===== config.mk =====
export PLATFORM = sky130hd
export DESIGN_NAME = writeback_arbiter
export DESIGN_NICKNAME = d
export VERILOG_FILES = /design/src/rtl/writeback_arbiter.sv
export SDC_FILE = /design/constraint.sdc
export NUM_CORES = 1
export LEC_CHECK = 0
export ABC_AREA = 1
export ABC_CLOCK_PERIOD_IN_PS = 5400
export CELL_PAD_IN_SITES_DETAIL_PLACEMENT = 0
export CELL_PAD_IN_SITES_GLOBAL_PLACEMENT = 2
export CORE_UTILIZATION = 35
export DETAILED_ROUTE_END_ITERATION = 8
export PLACE_DENSITY_LB_ADDON = 0.05
export SLEW_MARGIN = 15
export SYNTH_ARGS = -nofsm -noshare
export SYNTH_HDL_FRONTEND = slang
export SYNTH_SLANG_ARGS = --single-unit

===== constraint.sdc =====
create_clock -name clk -period 5.4 [get_ports clk]
set_input_delay 1.08 -clock clk [delete_from_list [all_inputs] [get_ports clk]]
set_output_delay 1.08 -clock clk [all_outputs]
set_load 0.05 [all_outputs]

===== src/rtl/writeback_arbiter.sv =====
// rtl/writeback_arbiter.sv - three-source writeback arbiter feeding the register file write port
// Per-source FIFOs with starvation-aware fixed priority (mem > fpu > alu) and a registered write stage.
module writeback_arbiter #(
   parameter int DEPTH        = 2,
   parameter int STARVE_LIMIT = 4
) (
   input  logic        clk,
   input  logic        rstn,
   input  logic        alu_valid,
   input  logic [4:0]  alu_rd,
   input  logic [1:0]  alu_kind,
   input  logic [31:0] alu_data,
   output logic        alu_ready,
   input  logic        mem_valid,
   input  logic [4:0]  mem_rd,
   input  logic [1:0]  mem_kind,
   input  logic [31:0] mem_data,
   output logic        mem_ready,
   input  logic        fpu_valid,
   input  logic [4:0]  fpu_rd,
   input  logic [1:0]  fpu_kind,
   input  logic [31:0] fpu_data,
   output logic        fpu_ready,
   output logic [4:0]  rd_wb,
   output logic [31:0] write_data_register_wb,
   output logic [1:0]  regwrite_wb,
   output logic        busy
);

   localparam int AW = $clog2(DEPTH);
   localparam int CW = $clog2(STARVE_LIMIT + 1);
   localparam int EW = 39;
   localparam logic [CW-1:0] LIMIT = CW'(STARVE_LIMIT);

   // Source index 0 = mem, 1 = fpu, 2 = alu, which is also the default priority order.
   logic [2:0]    in_valid;
   logic [1:0]    in_kind [3];
   logic [4:0]    in_rd   [3];
   logic [31:0]   in_data [3];

   logic [AW:0]   wr_q [3];
   logic [AW:0]   rd_q [3];
   logic [EW-1:0] buf_q [3][DEPTH];
   logic [CW-1:0] cnt_q [3];
   logic [CW-1:0] cnt_d [3];

   logic [2:0]    full;
   logic [2:0]    empty;
   logic [2:0]    push;
   logic [2:0]    starved;
   logic [2:0]    grant;
   logic [EW-1:0] head;
   logic          suppress;

   logic [1:0]    wb_kind_q, wb_kind_d;
   logic [4:0]    wb_rd_q, wb_rd_d;
   logic [31:0]   wb_data_q, wb_data_d;

   assign in_valid   = {alu_valid, fpu_valid, mem_valid};
   assign in_kind[0] = mem_kind;
   assign in_kind[1] = fpu_kind;
   assign in_kind[2] = alu_kind;
   assign in_rd[0]   = mem_rd;
   assign in_rd[1]   = fpu_rd;
   assign in_rd[2]   = alu_rd;
   assign in_data[0] = mem_data;
   assign in_data[1] = fpu_data;
   assign in_data[2] = alu_data;

   always_comb begin
      full    = '0;
      empty   = '0;
      push    = '0;
      starved = '0;
      for (int i = 0; i < 3; i++) begin
         full[i]    = (wr_q[i][AW] != rd_q[i][AW]) && (wr_q[i][AW-1:0] == rd_q[i][AW-1:0]);
         empty[i]   = (wr_q[i] == rd_q[i]);
         // Non-writing kinds are handshaken but never stored.
         push[i]    = in_valid[i] && !full[i] && (in_kind[i] == 2'b01 || in_kind[i] == 2'b10);
         starved[i] = !empty[i] && (cnt_q[i] == LIMIT);
      end
   end

   assign mem_ready = !full[0];
   assign fpu_ready = !full[1];
   assign alu_ready = !full[2];

   always_comb begin
      grant = '0;
      if      (starved[0]) grant = 3'b001;
      else if (starved[1]) grant = 3'b010;
      else if (starved[2]) grant = 3'b100;
      else if (!empty[0])  grant = 3'b001;
      else if (!empty[1])  grant = 3'b010;
      else if (!empty[2])  grant = 3'b100;
   end

   always_comb begin
      for (int i = 0; i < 3; i++) begin
         cnt_d[i] = cnt_q[i];
         if (empty[i] || grant[i])
            cnt_d[i] = '0;
         else if (cnt_q[i] != LIMIT)
            cnt_d[i] = cnt_q[i] + CW'(1);
      end
   end

   always_comb begin
      head = '0;
      for (int i = 0; i < 3; i++)
         if (grant[i]) head = buf_q[i][rd_q[i][AW-1:0]];
   end

   assign suppress = (head[38:37] == 2'b01 && head[36:32] == 5'd0) ||
                     (head[38:37] == 2'b10 && head[36:32] == 5'd30);

   always_comb begin
      wb_kind_d = 2'b00;
      wb_rd_d   = 5'd0;
      wb_data_d = 32'd0;
      if (|grant && !suppress) begin
         wb_kind_d = head[38:37];
         wb_rd_d   = head[36:32];
         wb_data_d = head[31:0];
      end
   end

   always_ff @(posedge clk or negedge rstn) begin
      if (!rstn) begin
         for (int i = 0; i < 3; i++) begin
            wr_q[i]  <= '0;
            rd_q[i]  <= '0;
            cnt_q[i] <= '0;
         end
         wb_kind_q <= 2'b00;
         wb_rd_q   <= 5'd0;
         wb_data_q <= 32'd0;
      end else begin
         for (int i = 0; i < 3; i++) begin
            if (push[i])  wr_q[i] <= wr_q[i] + (AW+1)'(1);
            if (grant[i]) rd_q[i] <= rd_q[i] + (AW+1)'(1);
            cnt_q[i] <= cnt_d[i];
         end
         wb_kind_q <= wb_kind_d;
         wb_rd_q   <= wb_rd_d;
         wb_data_q <= wb_data_d;
      end
   end

   always_ff @(posedge clk) begin
      for (int i = 0; i < 3; i++)
         if (push[i]) buf_q[i][wr_q[i][AW-1:0]] <= {in_kind[i], in_rd[i], in_data[i]};
   end

   assign regwrite_wb            = wb_kind_q;
   assign rd_wb                  = wb_rd_q;
   assign write_data_register_wb = wb_data_q;
   assign busy                   = !(&empty) || (wb_kind_q != 2'b00);

endmodule


### Word-level counts from Yosys, hierarchy flattened

Memory sizes are Yosys's and may differ from the RTL's.
Cells that the tools add are included.

* flip-flop bits (word level): 60
* bits in latches: 0
* memory bits (writable): 234
* memory bits (read-only): 0
* bits of input ports: 122
* memories: 1

* $add $sub $neg: 9
* multipliers: 0
* divide/modulo/power cells: 0
* $lt $le $gt $ge: 9
* equality and inequality tests: 24
* shift operators: 0
* multiplexer cells: 39
* bitwise gates (word level): 6
* reductions and logical operators: 41

Memories
* buf_q: words 3, width 78, read ports 3, clocked after memory_dff 0, write ports 3, RTL line 43 `logic [EW-1:0] buf_q [3][DEPTH];`

Operator list (count)
* 39-bit 2-to-1 mux: 15
* 78-bit 2-to-1 mux: 3
* 39-bit demux with 1-bit select: 3
* 3-bit 2-to-1 mux: 12
* 32-bit 2-to-1 mux: 1
* 1-bit logical AND: 18
* 2-bit by 1-bit adder with 2-bit output, second input constant: 6
* 2-bit greater-or-equal comparator, second input constant: 6
* 1-bit NOT with 2-bit output: 6
* 3-bit by 1-bit adder with 3-bit output, second input constant: 3
* 3-bit equality test, second input constant: 3
* 3-bit inequality test, second input constant: 3
* 2-bit by 1-bit equality test with 1-bit output, second input constant: 4
* 2-bit equality test, second input constant: 4
* 1-bit logical NOT: 8
* 1-bit logical OR: 8
* 2-bit nonzero test: 4
* 2-bit equality test: 3
* 2-bit by 1-bit < comparator with 1-bit output, second input constant: 3
* 5-bit equality test, second input constant: 1
* 5-bit logical NOT: 1
* 5-bit 2-to-1 mux: 1
* 1-bit equality test: 3
* 1-bit 2-to-1 mux: 3
* 4 further kinds: 6

### Depth between registers and ports, before layout

Gate-level depths: netlist (run 1).

* word-level depth: 16
* mapped depth: 19
* gate-level depth less buffers: 16

### Worst setup path after synthesis (run 1)

OpenSTA, ideal clock, no wires.

* kind: input to register
* from: in mem_kind[0]
* to: mem buf_q[0][0] (netlist name) (enable)
* arrival: 3099 ps
* required time: 4962 ps
* path slack: 1863 ps
* stages: 3
* cell sequence: xor2_1 -> nand3_1 -> nor2_1

RTL lines
* start: declaration: RTL line 16 `input logic [1:0] mem_kind,`
* end: declaration: RTL line 43

### Worst setup path in the final report (run 1)

* from: reg rd_q[4] (netlist name)
* to: out busy

* cells in the longest elaborated chain, start to end: 4

Ends and longest elaborated chain
* start: declaration: RTL line 42 `logic [AW:0] rd_q [3];`
* start signal: indexed assignment: RTL line 141 `if (grant[i]) rd_q[i] <= rd_q[i] + (AW+1)'(1);`
* 2-bit equality test: RTL line 77 `empty[i] = (wr_q[i] == rd_q[i]);`
* 3-bit AND reduction: RTL line 158 `assign busy = !(&empty) || (wb_kind_q != 2'b00);`
* 1-bit logical NOT: RTL line 158
* 1-bit logical OR: RTL line 158
* end: declaration: RTL line 27 `output logic busy`

Every way passes these cells.

==> metrics.cfg, run 1 <==
[worst_setup_path]
setup.worst_path.end_class = primary output
critical_path_arrival_ns = 2.78
worst-r2r-cell-count = 17
crit_fanout = 42
critPathMaxStageDelay_ns = 0.71
r2r_end = write_data_register_wb[0]$_DFF_PN0_
crit_chain = buf_4 > nand2_1 > nand2_2 > nand2_4 > nor3_1 > nand2_1 > clkdlybuf4s50_1
critical_path_buf_inv_count = 2
cp_common_cell = nand2_1
crit_type = reg2out
r2r-start = rd_q[4]$_DFFE_PN0N_
reg2reg_slack_ns = 1.78
cp-startpoint = rd_q[4]$_DFFE_PN0N_
start_kind = flop
cp_slowest_cell = clkdlybuf4s50_1
crit_required_ns = 4.32
cp_top_family = buffers and inverters

[global_routing]
grt.overflow.total = 0
grt_pass1_wl_um = 44700
grt_pass1_vias = 7294
grt_max_degree = 61
grt_usage_pct = 18.1
grt_antenna_before_repair = 0

[floorplan]
die_h_um = 183
die-area_mm2 = 0.0336
fp.coreArea_mm2 = 0.0325
die_w_um = 183
initial_utilization_pct = 35.5
rows = 66
io_pins = 165

[clocking]
htree_levels = 2
insertion_delay_ns = 0.50
post_cts.repair.setup_buffers = 0
clk_pin_slew_ns = 0.05
hold_buffers = 0
cts_resized = 0
cts_buffers = 34
cts-root-buf = clkbuf_16
cts_tree = built
cts_num_sinks = 294
cts_buffer_depth = 3

[yosys]
seq_area_frac_synth_pct = 74.1
syn-instance-count = 938
ys_warn_count = 0
syn_area_mm2 = 0.0115
avgSynthCellArea_um2 = 12.3
synthesis.nets = 1066
synth.distinct_cells = 29
yosys_register_bits = 294

[placement]
place_ws_ns = 1.69
dpl.hpwl_um = 19200
dp.cells = 1515
gp_congestion = 0.751
io_buffers = 164

[power]
vdd_ir_drop_max_uv = 260
power.leakage_nw = 5.62
power_density_mw_per_mm2 = 603
power_mw = 8.86

[timing]
fin_skew_ns = 0.0152
max_freq_ghz = 0.259
slew_viol_final = 0
finalSetupViolations = 0
period_minus_slack_ns = 3.86
tns_ns = 0
setup_ws_ns = 1.54
rsz0062_at_grt = false
worst_slew_pin_slew_ns = 0.960
hold_viol = 0
slew_headroom_pct = 35.8
finalCritPeriodShare_pct = 71.5

[run]
cap_viol_max_count = 0

[drt]
drc = 0
wl_met2_um = 14000
wl_met1_um = 13800
dr.pass1.iters = 5
drt-wirelength-per-cell_um = 18.7
ant_nets = 0
routed-wl-met3_um = 1020
vias = 7228
drt-initial-drc-count = 417
viasPerCell = 4.59
top_layer = met4
totalWireLength_um = 29400

[layout]
layout_common_cells = nand2_1, edfxtp_1, clkdlybuf4s50_1, nor2_1, dfrtp_1
final_common_cell = nand2_1
antenna_cells = 0
areaGrowthSynthToFinish_pct = 27.6
fin_nets = 1237
fillCellCount = 3033
fin_cells = 1575
drive_above_1_share_pct = 9.71

[worst_hold_path]
hold_path.class = reg2reg
min_from = cnt_q[6]$_DFFE_PN0P_
holdPathEnd = cnt_q[6]$_DFFE_PN0P_
holdPathStages = 1

[run_status]
status = complete, no violations

==> synth_stat cells <==
master    count  share of area [%]
inv_1        29               0.95
nand3_2       2               0.17
clkinv_1      1              0.033
o21ai_0       2              0.087
nand2_4       3               0.29
a21oi_1      36                1.6
nor2_4        1              0.098
nor3_1       33                1.4
xnor2_1       3               0.23
nor2_1      110                3.6
nor2_2       21                1.1
xor2_1       13               0.99
clkbuf_1     31                1.0
a211oi_1     32                2.1
o32ai_1       1              0.076
inv_4         2               0.11
buf_8         2               0.26
ha_1          6               0.65
o21ai_2       1              0.076
nand2_1     270                8.8
nand3_1      25                1.1
inv_2         3              0.098
buf_4         1              0.065
nand4_1       1              0.054
dfrtp_1      60                 13
edfxtp_1    234                 61
buf_6         4               0.39
buf_2         3               0.13
nand2_2       8               0.43
==> registers in the layout, summed over array words and instances, names as in the netlist <==
register,count
buf_q,234
cnt_q,9
rd_q,6
rd_wb,5
regwrite_wb,2
wr_q,6
write_data_register_wb,32
==> metal layers <==
metal  up-vias  track usage, %
met4         0            5.17
met5         -               0
met3        39            2.90
met2       149            29.5
met1      3495            25.0
li1       3545               -
==> kinds of logic (layout without fill, tap and decap cells) <==
kind of cell | Yosys count | count (layout) | synth area share (%)
xor gates and xnor gates | 16 | 16 | 1.22
and+or+nand+nor | 474 | 474 | 17.1
buffers and inverters | 76 | 271 | 3.04
AOI/OAI and AO/OA | 72 | 72 | 3.89
DFF | 294 | 294 | 74.1
adders and majority gates | 6 | 6 | 0.652
==> final cells by class <==
cell class                      instances  area [um2]  area share (%)
Sequential cell                       294        8530            58.1
Inverter                               35         136           0.929
Clock inverter                          9        71.3           0.486
Timing Repair Buffer                  176        1740            11.9
Tap cell                              442         553            3.77
Clock buffer                           51         966            6.58
Multi-Input combinational cell        568        2690            18.3
==> worst max-delay path by stage <==
stage                                                      to  slack [ns]  depth (start not counted)
after floorplan                         buf_q[0][0]$_DFFE_PP_        1.86                          3
after global placement    write_data_register_wb[0]$_DFF_PN0_        1.71                         17
after detailed placement  write_data_register_wb[0]$_DFF_PN0_        1.69                         17
after CTS                                                busy        1.50                          7
after global routing                                     busy        1.35                          7
final                                                    busy        1.54                          7
==> where the power goes <==
part | switching [mW] | total (mW) | internal, mW
Clock | 0.849 | 2.13 | 1.28
Sequential | 0.183 | 3.18 | 3.00
Combinational | 2.48 | 3.54 | 1.06
==> per-stage QoR <==
stage	cell area, um2	util [%]	hold WS [ns]
after floorplan	11500	-	0.432
after global placement	13600	42.0	0.454
after detailed placement	13600	42.1	0.460
after CTS	14700	45.3	0.467
after global routing	14700	45.3	0.503
final	14700	45.3	0.459
(Power assumes the default switching activity.)
==> run 2: changes to the inputs <==
--- a/config.mk
+++ b/config.mk
@@ -6,7 +6,7 @@
 export NUM_CORES = 1
 export LEC_CHECK = 0
 export ABC_AREA = 1
-export ABC_CLOCK_PERIOD_IN_PS = 5400
+export ABC_CLOCK_PERIOD_IN_PS = 3880
 export CELL_PAD_IN_SITES_DETAIL_PLACEMENT = 0
 export CELL_PAD_IN_SITES_GLOBAL_PLACEMENT = 2
 export CORE_UTILIZATION = 35
==> constraint.sdc (replaced) <==
create_clock -name clk -period 3.88 [get_ports clk]
set_input_delay 0.776 -clock clk [delete_from_list [all_inputs] [get_ports clk]]
set_output_delay 0.776 -clock clk [all_outputs]
set_load 0.05 [all_outputs]
==> metrics.cfg, run 2 (synthesis gave the netlist of run 1 again) <==
[run_status]
status = complete, no violations  ; unchanged

[clocking]
hold_buffers = 0  ; unchanged
insertion_delay_ns = 0.51  ; was 0.50 ns
cts_resized = 0  ; unchanged
clk_pin_slew_ns = 0.06  ; was 0.05 ns
htree_levels = 2  ; unchanged
cts_buffer_depth = 3  ; unchanged
cts-root-buf = clkbuf_16  ; unchanged
cts_tree = built  ; unchanged
cts_num_sinks = 294  ; unchanged
post_cts.repair.setup_buffers = 0  ; unchanged
cts_buffers = 34  ; unchanged

[global_routing]
grt_antenna_before_repair = 0  ; unchanged
grt_pass1_vias = 7249  ; was 7294
grt.overflow.total = 0  ; unchanged
grt_max_degree = 61  ; unchanged
grt_pass1_wl_um = 44600  ; was 44700 um
grt_usage_pct = 18.0  ; was 18.1%

[timing]
fin_skew_ns = 0.0187  ; was 0.0152 ns
hold_viol = 0  ; unchanged
rsz0062_at_grt = false  ; unchanged
finalCritPeriodShare_pct = 80.4
period_minus_slack_ns = 3.12
finalSetupViolations = 0  ; unchanged
slew_headroom_pct = 39.1  ; was 35.8%
worst_slew_pin_slew_ns = 0.913  ; was 0.960 ns
slew_viol_final = 0  ; unchanged
max_freq_ghz = 0.321
whs_ns = 0.395  ; was 0.459 ns
tns_ns = 0  ; unchanged

[drt]
wl_met2_um = 13800  ; was 14000 um
routed-wl-met3_um = 1000  ; was 1020 um
wl_met1_um = 13700  ; was 13800 um
dr.pass1.iters = 4  ; was 5
drc = 0  ; unchanged
top_layer = met4  ; unchanged
drt-initial-drc-count = 475  ; was 417
totalWireLength_um = 29100  ; was 29400 um
viasPerCell = 4.57  ; was 4.59
vias = 7210  ; was 7228
ant_nets = 0  ; unchanged
drt-wirelength-per-cell_um = 18.4  ; was 18.7 um

[layout]
areaGrowthSynthToFinish_pct = 28.6  ; was 27.6%
fillCellCount = 2961  ; was 3033
layout_common_cells = nand2_1, edfxtp_1, clkdlybuf4s50_1, nor2_1, dfrtp_1  ; unchanged
largest_register_ffs = 234  ; unchanged
antenna_cells = 0  ; unchanged
drive_above_1_share_pct = 10.5  ; was 9.71%
fin_nets = 1240  ; was 1237
final_common_cell = nand2_1  ; unchanged
postLayoutCoreUtil_pct = 45.6  ; was 45.3%

[worst_setup_path]
crit_required_ns = 3.10  ; was 4.32 ns
start_kind = flop  ; unchanged
setup.worst_path.end_class = primary output  ; unchanged
crit_type = reg2out  ; unchanged
critical_path_arrival_ns = 2.34  ; was 2.78 ns
crit_fanout = 21  ; was 42

[placement]
gp_congestion = 0.728  ; was 0.751
io_buffers = 164  ; unchanged
dpl.hpwl_um = 18200  ; was 19200 um

[power]
vdd_ir_drop_max_uv = 349  ; was 260 uV
power.leakage_nw = 5.68  ; was 5.62 nW
power_density_mw_per_mm2 = 845  ; was 603 mW/mm2
power_mw = 12.5  ; was 8.86 mW

[floorplan]
die-area_mm2 = 0.0336  ; unchanged
initial_utilization_pct = 35.5  ; unchanged
rows = 66  ; unchanged
io_pins = 165  ; unchanged
die_w_um = 183  ; unchanged
fp.coreArea_mm2 = 0.0325  ; unchanged
die_h_um = 183  ; unchanged

[run]
cap_viol_max_count = 0  ; unchanged

[worst_hold_path]
hold_path.class = in2async  ; was reg2reg

## run 2: changes by cell type in the layout (fill, tap and decap cells not counted), sizes merged
cell,change
buf,+4
bufinv,+2
clkbuf,-6
clkdlybuf4s50,-1
clkinv,+5
## run 2: worst paths after layout
| path | startpoint | to | slack (ns) | cells after the start |
|---|---|---|---|---|
| min | rstn | cnt_q[2]$_DFFE_PN0P_ | 0.40 | 1 |
| min reg2reg | cnt_q[6]$_DFFE_PN0P_ | cnt_q[6]$_DFFE_PN0P_ | 0.46 | 1 |
| min in group clk | cnt_q[6]$_DFFE_PN0P_ | cnt_q[6]$_DFFE_PN0P_ | 0.46 | 1 |
| max reg2reg | rd_q[4]$_DFFE_PN0N_ | write_data_register_wb[0]$_DFF_PN0_ | 1.18 | 14 |
| max | rd_q[4]$_DFFE_PN0N_ | mem_ready | 0.76 | 5 |
| max in group asynchronous | rstn | rd_q[4]$_DFFE_PN0N_ | 2.83 | 1 |
## run 2: per-stage QoR
stage               std cells  area [um2]  setup WS, ns
floorplan                 938       11500         0.455
finish                   1579       14800         0.760
CTS                      1579       14800         0.696
global placement         1518       13700         0.883
global route             1579       14800         0.601
detailed placement       1518       13700         0.838
## run 2: final cells by class
class                      instances  area, um2  share of cell area [%]
inverter                          35        136                   0.921
tap                              442        553                    3.74
sequential                       294       8530                    57.6
timing repair buffer             179       1800                    12.2
multi-input combinational        568       2690                    18.1
clock buffer                      45        943                    6.37
clock inverter                    16        154                    1.04
## run 2: power breakdown
group	internal [mW]	total [mW]	leakage [nW]	switching (mW)
Sequential	4.17	4.47	2.87	0.297
Clock	1.91	3.12	0.546	1.22
Combinational	1.53	4.91	2.26	3.38
Total	7.61	12.5	5.68	4.89
## run 2: routing by layer
metal	GRT usage (%)	vias to the layer above
li1	-	3543
met1	25.3	3480
met2	29.0	148
met3	2.58	39
met4	5.17	0
met5	0	-
## run 2: worst max-delay path: stages, from the launching register on
cell and delay (ns):
dfrtp_2 0.68, inv_4 0.04, nand2_1 0.08, nand2_2 0.07, nand3_1 0.11, clkdlybuf4s50_1 0.85
==> run 3: changes to the inputs <==
--- a/config.mk
+++ b/config.mk
@@ -6,7 +6,7 @@
 export NUM_CORES = 1
 export LEC_CHECK = 0
 export ABC_AREA = 1
-export ABC_CLOCK_PERIOD_IN_PS = 3880
+export ABC_CLOCK_PERIOD_IN_PS = 3030
 export CELL_PAD_IN_SITES_DETAIL_PLACEMENT = 0
 export CELL_PAD_IN_SITES_GLOBAL_PLACEMENT = 2
 export CORE_UTILIZATION = 35
==> constraint.sdc (replaced) <==
create_clock -name clk -period 3.03 [get_ports clk]
set_input_delay 0.606 -clock clk [delete_from_list [all_inputs] [get_ports clk]]
set_output_delay 0.606 -clock clk [all_outputs]
set_load 0.05 [all_outputs]
==> metrics.cfg, run 3 (synthesis gave the netlist of run 1 again) <==
[run_status]
status = complete, no violations  ; unchanged

[placement]
gp_congestion = 0.813  ; was 0.728
dp.cells = 1528  ; was 1518
dpl.hpwl_um = 19800  ; was 18200 um
placed_cell_area_mm2 = 0.0138  ; was 0.0137 mm2
io_buffers = 164  ; unchanged

[layout]
fin_cells = 1592  ; was 1579
final_area_mm2 = 0.0149  ; was 0.0148 mm2
antenna_cells = 0  ; unchanged
postLayoutCoreUtil_pct = 45.9  ; was 45.6%
final_common_cell = nand2_1  ; unchanged
layout_common_cells = nand2_1, edfxtp_1, clkdlybuf4s50_1, nor2_1, dfrtp_1  ; unchanged
fin_nets = 1251  ; was 1240
largest_register_ffs = 234  ; unchanged
areaGrowthSynthToFinish_pct = 29.5  ; was 28.6%
drive_above_1_share_pct = 11.5  ; was 10.5%

[floorplan]
die_w_um = 183  ; unchanged
die-area_mm2 = 0.0336  ; unchanged
rows = 66  ; unchanged
initial_utilization_pct = 35.5  ; unchanged
io_pins = 165  ; unchanged
die_h_um = 183  ; unchanged
fp.coreArea_mm2 = 0.0325  ; unchanged

[timing]
max_freq_ghz = 0.368
fin_skew_ns = 0.0171  ; was 0.0187 ns
finalCritPeriodShare_pct = 89.6
worst_slew_pin_slew_ns = 0.905  ; was 0.913 ns
slew_viol_final = 0  ; unchanged
tns_ns = 0  ; unchanged
rsz0062_at_grt = false  ; unchanged
period_minus_slack_ns = 2.72
slew_headroom_pct = 39.7  ; was 39.1%
finalSetupViolations = 0  ; unchanged
hold_viol = 0  ; unchanged

[clocking]
cts_tree = built  ; unchanged
cts_resized = 0  ; unchanged
clk_pin_slew_ns = 0.06  ; about the same
post_cts.repair.setup_buffers = 0  ; unchanged
cts_buffers = 35  ; was 34
htree_levels = 2  ; unchanged
hold_buffers = 0  ; unchanged
cts_num_sinks = 294  ; unchanged
cts-root-buf = clkbuf_16  ; unchanged
insertion_delay_ns = 0.51  ; about the same
cts_buffer_depth = 3  ; unchanged

[power]
intPower_mw = 9.85  ; was 7.61 mW
power_frac_comb_pct = 39.8  ; was 39.2%
power.leakage_nw = 5.74  ; was 5.68 nW
p_clk_share_pct = 24.9  ; was 25.0%
p_sw_share_pct = 39.3  ; was 39.1%
power_density_mw_per_mm2 = 1090  ; was 845 mW/mm2
pwr-share-seq_pct = 35.2  ; was 35.8%
vdd_ir_drop_max_uv = 414  ; was 349 uV
p_switching_mw = 6.37  ; was 4.89 mW

[global_routing]
grt_max_degree = 61  ; unchanged
grt_usage_pct = 18.2  ; was 18.0%
grt_antenna_before_repair = 0  ; unchanged
grt_pass1_vias = 7446  ; was 7249
grt.overflow.total = 0  ; unchanged
grt_pass1_wl_um = 44700  ; was 44600 um

[worst_setup_path]
crit_fanout = 18  ; was 21
cp_common_cell = nand2_1
crit_type = reg2out  ; unchanged
setup.worst_path.end_class = primary output  ; unchanged
path_depth = 6  ; was 5
critical_path_arrival_ns = 2.11  ; was 2.34 ns
crit_required_ns = 2.42  ; was 3.10 ns
critPathMaxStageDelay_ns = 0.59  ; was 0.85 ns
cp_top_family = simple AND/OR/NAND/NOR gates  ; was buffers and inverters
start_kind = flop  ; unchanged
worst-r2r-cell-count = 14  ; unchanged
crit_chain = nand2_1 > nand2_2 > nand2_4 > nor3_1 > nand2_1 > buf_4  ; was inv_4 > nand2_1 > nand2_2 > nand3_1 > clkdlybuf4s50_1
critical_path_buf_inv_count = 1  ; was 2
cp_slowest_cell = dfrtp_2  ; was clkdlybuf4s50_1

[drt]
drt-wirelength-per-cell_um = 18.8  ; was 18.4 um
viasPerCell = 4.61  ; was 4.57
drt-initial-drc-count = 320  ; was 475
drc = 0  ; unchanged
vias = 7334  ; was 7210
dr.pass1.iters = 5  ; was 4
totalWireLength_um = 29900  ; was 29100 um
ant_nets = 0  ; unchanged

[worst_hold_path]
hold_path.class = in2async  ; unchanged

[run]
cap_viol_max_count = 0  ; unchanged

run 3: cell types whose count changed in the layout (fill, tap and decap cells not counted):
| cell | delta |
|---|---|
| buf_4 | +12 |
| clkbuf_1 | +5 |
| clkbuf_8 | +4 |
| clkinv_2 | -4 |
| clkdlybuf4s50_1 | -3 |
| bufinv_16 | -2 |
| clkinv_1 | -2 |
| buf_12 | +1 |
| clkbuf_16 | +1 |
| clkinv_8 | +1 |
run 3: cell type report:
cell class | instances | area [um2]
timing repair buffer | 189 | 1880
tap | 442 | 553
clock buffer | 55 | 1040
clock inverter | 9 | 82.6
fill | 2980 | 17500
sequential | 294 | 8530
inverter | 35 | 136
multi-input combinational | 568 | 2690
run 3: power by group through the flow:
stage / logic (mW) / clock network [mW] / registers [mW]
global placement: 6.55 / 0 / 5.82
finish: 6.46 / 4.04 / 5.72
global route: 7.10 / 4.29 / 5.81
CTS: 6.61 / 4.14 / 5.74
detailed placement: 6.58 / 0 / 5.81
floorplan: 3.45 / 0 / 6.56
run 3: final timing paths:
path | to | slack, ns | start
max | busy | 0.31 | rd_q[4]$_DFFE_PN0N_
max in group asynchronous | rd_q[4]$_DFFE_PN0N_ | 2.17 | rstn
min | write_data_register_wb[29]$_DFF_PN0_ | 0.23 | rstn
max reg2reg | write_data_register_wb[0]$_DFF_PN0_ | 0.35 | rd_q[4]$_DFFE_PN0N_
min in group clk | cnt_q[6]$_DFFE_PN0P_ | 0.46 | cnt_q[6]$_DFFE_PN0P_
min reg2reg | cnt_q[6]$_DFFE_PN0P_ | 0.46 | cnt_q[6]$_DFFE_PN0P_
run 3: routing by layer:
| metal | track usage, % | vias up | part of all wire, % |
|---|---|---|---|
| li1 | - | 3564 | - |
| met4 | 4.93 | 0 | 1.8 |
| met5 | 0 | - | 0 |
| met1 | 24.9 | 3561 | 46 |
| met3 | 3.10 | 37 | 4.2 |
| met2 | 30.0 | 172 | 48 |
run 3: per-stage QoR:
step / power, mW / setup WS (ns) / hold slack [ns]
2_1_floorplan: 10.0 / 0.240 / 0.310
3_3_place_gp: 12.4 / 0.456 / 0.448
3_5_place_dp: 12.4 / 0.380 / 0.458
4_1_cts: 16.5 / 0.281 / 0.256
5_1_grt: 17.2 / 0.0958 / 0.297
6_report: 16.2 / 0.315 / 0.231
